## config.mk

```make
export PLATFORM = sky130hd
export DESIGN_NAME = weight_loader
export DESIGN_NICKNAME = d
export VERILOG_FILES = /design/src/rtl/weight_loader_pkg.sv /design/src/rtl/weight_addr_gen.sv /design/src/rtl/weight_loader.sv
export SDC_FILE = /design/constraint.sdc
export NUM_CORES = 1
export LEC_CHECK = 0
export ABC_AREA = 1
export CAP_MARGIN = 20
export CORE_MARGIN = 1.5
export CORE_UTILIZATION = 40
export CTS_CLUSTER_SIZE = 12
export DETAILED_ROUTE_END_ITERATION = 8
export PLACE_DENSITY = 0.74
export SLEW_MARGIN = 10
export SYNTH_ARGS = -nofsm -noshare
export SYNTH_HDL_FRONTEND = slang
export SYNTH_HIERARCHICAL = 1
export SYNTH_SLANG_ARGS = --single-unit
```

## constraint.sdc

```tcl
create_clock -name clk -period 3 [get_ports clk]
set_input_delay 0.75 -clock clk [delete_from_list [all_inputs] [get_ports clk]]
set_output_delay 0.75 -clock clk [all_outputs]
set_load 0.01 [all_outputs]
```

## src/rtl/weight_loader_pkg.sv

```systemverilog
// weight_loader_pkg: FSM state encoding and layer index constants shared with the bank and compute controllers
package weight_loader_pkg;

    localparam logic [1:0] ST_IDLE = 2'd0;
    localparam logic [1:0] ST_LOAD = 2'd1;
    localparam logic [1:0] ST_DONE = 2'd2;

    localparam logic [3:0] LAYER1 = 4'd1;
    localparam logic [3:0] LAYER2 = 4'd2;
    localparam logic [3:0] LAYER3 = 4'd3;
    localparam logic [3:0] LAYER4 = 4'd4;
    localparam logic [3:0] LAYER5 = 4'd5;
    localparam logic [3:0] LAYER6 = 4'd6;
    localparam logic [3:0] GAP    = 4'd7;
    localparam logic [3:0] LAYER8 = 4'd8;

endpackage

```

## src/rtl/weight_addr_gen.sv

```systemverilog
// weight_addr_gen: round-robin bank index, per-bank word address and byte counter for the weight stream
module weight_addr_gen
    import weight_loader_pkg::*;
#(
    parameter int NUM_BANKS  = 6,
    parameter int ADDR_WIDTH = 11,
    parameter int LEN_WIDTH  = 14,
    localparam int BANK_W    = $clog2(NUM_BANKS)
) (
    input  logic                  clk,
    input  logic                  rst_n,
    input  logic                  clr,
    input  logic                  step,
    input  logic [LEN_WIDTH-1:0]  len,
    output logic [BANK_W-1:0]     bank_idx,
    output logic [ADDR_WIDTH-1:0] word_addr,
    output logic                  last
);

    logic [BANK_W-1:0]     bank_q, bank_d;
    logic [ADDR_WIDTH-1:0] addr_q, addr_d;
    logic [LEN_WIDTH-1:0]  cnt_q, cnt_d;
    logic                  wrap;

    assign wrap      = bank_q == BANK_W'(NUM_BANKS - 1);
    assign bank_idx  = bank_q;
    assign word_addr = addr_q;
    assign last      = cnt_q == len - 1'b1;

    // Step to the next bank per byte; the word address advances once every bank has received a byte
    always_comb begin
        bank_d = bank_q;
        addr_d = addr_q;
        cnt_d  = cnt_q;
        if (clr) begin
            bank_d = '0;
            addr_d = '0;
            cnt_d  = '0;
        end else if (step) begin
            bank_d = wrap ? '0 : bank_q + 1'b1;
            addr_d = wrap ? addr_q + 1'b1 : addr_q;
            cnt_d  = cnt_q + 1'b1;
        end
    end

    // Counter registers
    always_ff @(posedge clk or negedge rst_n) begin
        if (!rst_n) begin
            bank_q <= '0;
            addr_q <= '0;
            cnt_q  <= '0;
        end else begin
            bank_q <= bank_d;
            addr_q <= addr_d;
            cnt_q  <= cnt_d;
        end
    end

endmodule

```

## src/rtl/weight_loader.sv

```systemverilog
// weight_loader: accepts a weight byte stream and writes it round-robin into the weight bank array
module weight_loader
    import weight_loader_pkg::*;
#(
    parameter int ADDR_WIDTH = 11,
    parameter int DATA_WIDTH = 8,
    parameter int DATA_DEPTH = 2048,
    parameter int NUM_BANKS  = 6,
    parameter int LEN_WIDTH  = 14
) (
    input  logic                  clk,
    input  logic                  rst_n,
    input  logic                  start,
    input  logic [3:0]            cfg_layer,
    input  logic [LEN_WIDTH-1:0]  cfg_len,
    input  logic                  abort,
    input  logic [DATA_WIDTH-1:0] s_data,
    input  logic                  s_valid,
    output logic                  s_ready,
    output logic [3:0]            layer2weight_cnt,
    output logic [NUM_BANKS-1:0]  csen,
    output logic [NUM_BANKS-1:0]  wrenb,
    output logic [ADDR_WIDTH-1:0] addr_b,
    output logic [DATA_WIDTH-1:0] data_b,
    output logic                  busy,
    output logic                  done,
    output logic                  err
);

    localparam int BANK_W = $clog2(NUM_BANKS);
    localparam logic [LEN_WIDTH-1:0] MAX_LEN = LEN_WIDTH'(NUM_BANKS * DATA_DEPTH);

    logic [1:0]            state_q, state_d;
    logic [3:0]            layer_q, layer_d;
    logic [LEN_WIDTH-1:0]  len_q, len_d;
    logic [NUM_BANKS-1:0]  wrenb_q, wrenb_d;
    logic [ADDR_WIDTH-1:0] addr_q, addr_d;
    logic [DATA_WIDTH-1:0] data_q, data_d;
    logic                  done_q, done_d;
    logic                  err_q, err_d;
    logic                  clr, xfer, last;
    logic [BANK_W-1:0]     bank_idx;
    logic [ADDR_WIDTH-1:0] word_addr;

    assign s_ready          = state_q == ST_LOAD;
    assign busy             = s_ready;
    assign xfer             = s_valid && s_ready;
    assign layer2weight_cnt = layer_q;
    assign wrenb            = wrenb_q;
    assign csen             = wrenb_q;
    assign addr_b           = addr_q;
    assign data_b           = data_q;
    assign done             = done_q;
    assign err              = err_q;

    weight_addr_gen #(
        .NUM_BANKS (NUM_BANKS),
        .ADDR_WIDTH(ADDR_WIDTH),
        .LEN_WIDTH (LEN_WIDTH)
    ) u_addr_gen (
        .clk      (clk),
        .rst_n    (rst_n),
        .clr      (clr),
        .step     (xfer),
        .len      (len_q),
        .bank_idx (bank_idx),
        .word_addr(word_addr),
        .last     (last)
    );

    // Load FSM; bank writes and status pulses are registered one cycle after the deciding event
    always_comb begin
        state_d = state_q;
        layer_d = layer_q;
        len_d   = len_q;
        wrenb_d = '0;
        addr_d  = addr_q;
        data_d  = data_q;
        done_d  = 1'b0;
        err_d   = 1'b0;
        clr     = 1'b0;
        case (state_q)
            ST_IDLE: begin
                if (start && !abort) begin
                    if (cfg_len > MAX_LEN) begin
                        err_d = 1'b1;
                    end else begin
                        layer_d = cfg_layer;
                        len_d   = cfg_len;
                        clr     = 1'b1;
                        state_d = (cfg_len == '0) ? ST_DONE : ST_LOAD;
                    end
                end
            end
            ST_LOAD: begin
                if (xfer) begin
                    wrenb_d = NUM_BANKS'(1) << bank_idx;
                    addr_d  = word_addr;
                    data_d  = s_data;
                end
                if (abort) state_d = ST_IDLE;
                else if (xfer && last) state_d = ST_DONE;
            end
            ST_DONE: begin
                done_d  = !abort;
                state_d = ST_IDLE;
            end
            default: state_d = ST_IDLE;
        endcase
    end

    // State and output registers
    always_ff @(posedge clk or negedge rst_n) begin
        if (!rst_n) begin
            state_q <= ST_IDLE;
            layer_q <= '0;
            len_q   <= '0;
            wrenb_q <= '0;
            addr_q  <= '0;
            data_q  <= '0;
            done_q  <= 1'b0;
            err_q   <= 1'b0;
        end else begin
            state_q <= state_d;
            layer_q <= layer_d;
            len_q   <= len_d;
            wrenb_q <= wrenb_d;
            addr_q  <= addr_d;
            data_q  <= data_d;
            done_q  <= done_d;
            err_q   <= err_d;
        end
    end

endmodule

```

==> results.md <==
- Status: complete, no violations
- Synthesis-to-layout area growth: 24.6%
- Cells after synthesis: 500
- Routed WL per cell: 11.6 um
- Synth Area in XOR/XNOR: 0.0337
- Ys flop type: dfrtp_1
- R2R depth: 14
- Crit path time final: 2.33 ns
- Hpwl dp: 5.89 mm
- N_diodes: 0
- Most frequent cell after synthesis: nand2_1
- Clock buffer depth: 2
- ANT nets after route: 0
- Cts bufs inserted: 9
- TNS Setup: 0 ns
- Syn_area_per_cell: 7.80 um^2
- R2R setup slack: 0.93 ns
- Reg clk slew, reported paths: 0.08 ns
- Yosys cell types: 41
- Ratio of cells with drive above 1 in the final layout: 0.0908
- Hold EP: addr_b[10]
- Initial antenna violation count: 0
- Final Total Pwr: 3930 uW
- Rel. slew slack: 0.379
- Post-synthesis mux area share: 0
- Final hold vios: 0
- Total Routed Length: 8.13 mm
- Largest family of logic cells by synthesized area: simple AND/OR/NAND/NOR gates
- Post-synthesis compound-gate area fraction: 0.0728
- Gpl congestion: 0.883
- CP Class: input pin to flip-flop
- Pre-antenna DRT Iters: 4
- H-tree levels: 3
- Nets@finish: 602
- Die width: 102 um
- Syn nets: 534
- Slew @ Worst Pin: about 0.93 ns
- Vias post-DR: 3339
- Synthesis-stage register bit count: 75
- Final Setup Violations: 0
- PD cells: 808 nW/um^2
- Cells on Worst Hold Path: 2
- Post-synth ARST share: 1.00
- Num rows: 35
- Via density: approximately 4.8
- Top cell by count, worst path: nand2_2
- Clk_skew: 0.00744 ns
- CP Capture Type: flip-flop
- Worst VDD drop: 0.455 mV
- CP Data Arrival Time: roughly 2.6 ns
- Leak pwr: 0.00244 uW
- Max_cap viols: 0
- RSZ-0062 raised after global routing: no
- First-iteration detailed-routing DRC count: ~140
- CTS tree: yes
- Highest Clock Rate: 428 MHz
- Port Buffer Count: 69
- Top cell type by total area after synthesis: dfrtp_1
- Vias in the first global route: 3268
- Tcrit/Tclk final: 0.778
- EDFF count, synth: 0
- RR Endpoint: state_q[0]
- # resized after CTS: 0
- Min-delay src: u_addr_gen/word_addr[10]
- I/O pin count: 70
- Synth area leaders: dfrtp_1 48%, nand2_1 18%, nor2_1 4.7%
- Die height: 102 um
- Clock latency on the worst-skew pair: around 0.37 ns
- Simple-gate share of the synthesized area: 0.323
- Yosys warns: 6
- Critical Path, Cell by Cell: clkdlybuf4s50_1, inv_1, nand2_1, nor2_1, nand2_2, nand2_2, nand2_4, clkinv_2, nor2_4, inv_4, nand2_8, nor3_4, nand2_2, clkinv_2, a21oi_1, nor2_1
- Core box area: 9330 um^2
- Post-synthesis sequential area ratio: 0.481
- Min-Delay Path Class: flip-flop to flip-flop
- Initial Util: 0.418
- Critical path's top delay family: simple AND/OR/NAND/NOR gates
- Synth top cells by count: 183 x nand2_1, 75 x dfrtp_1, 49 x nor2_1, 46 x inv_1, 21 x nand3_1
- Req. time, crit path: 3.26 ns
- Clock net sink count: 75
- Synth top area share: 0.481
- GRT overflow: 0
- Buf/Inv on CP: 5
- First-pass GRT wire length: roughly 14 mm
- Crit path largest cell delay: 0.45 ns
- Final Max Tran Viols: 0
- Post-Synth Adder-Cell Area: 0.00963
- GR Util All Layers: 0.176
- Post-CTS Setup Inserts: 0
- Critical Path Start Type: input pin
- CTS root buf: clkbuf_8
- Die area: 10300 um^2
- Largest net degree at the start of global routing: 76
- CP Depth: 16
- Area of the mapped netlist: 3900 um^2
- Reg2reg start: len_q[0]
- Critical-path maximum fanout: 8
- CP max stage cell: clkdlybuf4s50_1
- DR DRC count: 0
- Hold buffers post-CTS: 0
-- placed cells by master, fill, tap and decap left out, types with 2 or more instances in the layout --
cell / n
nand2_1: 183
dfrtp_1: 75
clkdlybuf4s50_1: 68
nor2_1: 49
inv_1: 46
nand3_1: 21
o21ai_0: 18
a21oi_1: 17
nor3_1: 12
clkbuf_8: 9
xor2_1: 8
xnor2_1: 7
o21ai_2: 6
buf_4: 6
nor2_2: 5
inv_2: 3
nand2_2: 3
clkinv_2: 3
inv_6: 3
nand4_1: 3
ha_1: 3
nand2_4: 2
nor3_4: 2
a31oi_1: 2
-- registers in the layout (all words and copies together) (netlist names), 2 cells and up --
register              cells
csen                      6
state_q                   2
u_addr_gen/word_addr     11
addr_b                   11
data_b                    8
u_addr_gen/cnt_q         14
layer2weight_cnt          4
len_q                    14
u_addr_gen/bank_idx       3
-- power breakdown --
| part | switching, uW | internal, uW |
|---|---|---|
| clock network | 427 | 314 |
| registers | 263 | 1300 |
| logic | 886 | 734 |
-- area by class of cell --
cell class	instances	area, um^2
Inverter	52	200
Clock inverter	7	58.8
Sequential cell	75	1880
Tap cell	129	161
Clock buffer	9	124
Fill cell	878	4470
Multi-Input combinational cell	356	1710
Timing Repair Buffer	74	726
-- worst max-delay path by stage --
stage | end | from | slack (ns)
3_5_place_dp | u_addr_gen/word_addr[7] | cfg_len[3] | 0.28
3_3_place_gp | u_addr_gen/word_addr[9] | cfg_len[7] | 0.35
2_1_floorplan | u_addr_gen/word_addr[9] | cfg_len[7] | 0.76
5_1_grt | u_addr_gen/cnt_q[10] | cfg_len[7] | 0.39
6_report | u_addr_gen/word_addr[7] | cfg_len[8] | 0.67
4_1_cts | s_ready | state_q[1] | 0.66
-- worst reg2reg max path: stages, from the launching register on --
cell	delay (ns)
dfrtp_1	0.44
inv_1	0.10
ha_1	0.17
nand2_1	0.11
nor2_1	0.25
nand2_1	0.09
nand2_1	0.08
nand3_1	0.07
nor2_1	0.10
nand3_1	0.08
nor2_1	0.11
nand2_1	0.06
nand3_1	0.10
inv_1	0.05
o21bai_1	0.14
-- metal layers --
layer / vias up / global-route usage / wire (um)
met4: 0 / 0.0833 / 164
met2: 76 / 0.296 / 3920
li1: 1689 / - / -
met1: 1556 / 0.211 / 3710
met3: 18 / 0.0428 / 347
met5: - / 0 / 0
-- kinds of logic (layout without fill, tap and decap cells) --
| group | after synthesis | after routing |
|---|---|---|
| xor gates and xnor gates | 15 | 15 |
| adders and majority gates | 3 | 3 |
| AOI/OAI and AO/OA | 49 | 49 |
| and+or+nand+nor | 289 | 289 |
| DFF | 75 | 75 |
| buffers and inverters | 69 | 142 |
-- stage by stage --
step / cells / hold WS, ns / setup WS (ns) / utilization / instance area [um^2]
after global routing: 702 / 0.511 / 0.392 / 0.521 / 4860
after floorplan: 500 / 0.442 / 0.758 / - / 3900
after CTS: 702 / 0.484 / 0.661 / 0.521 / 4860
after detailed placement: 686 / 0.461 / 0.277 / 0.501 / 4670
after global placement: 686 / 0.452 / 0.349 / 0.501 / 4670
final: 702 / 0.479 / 0.665 / 0.521 / 4860
Power figures use the tool's default switching activity.
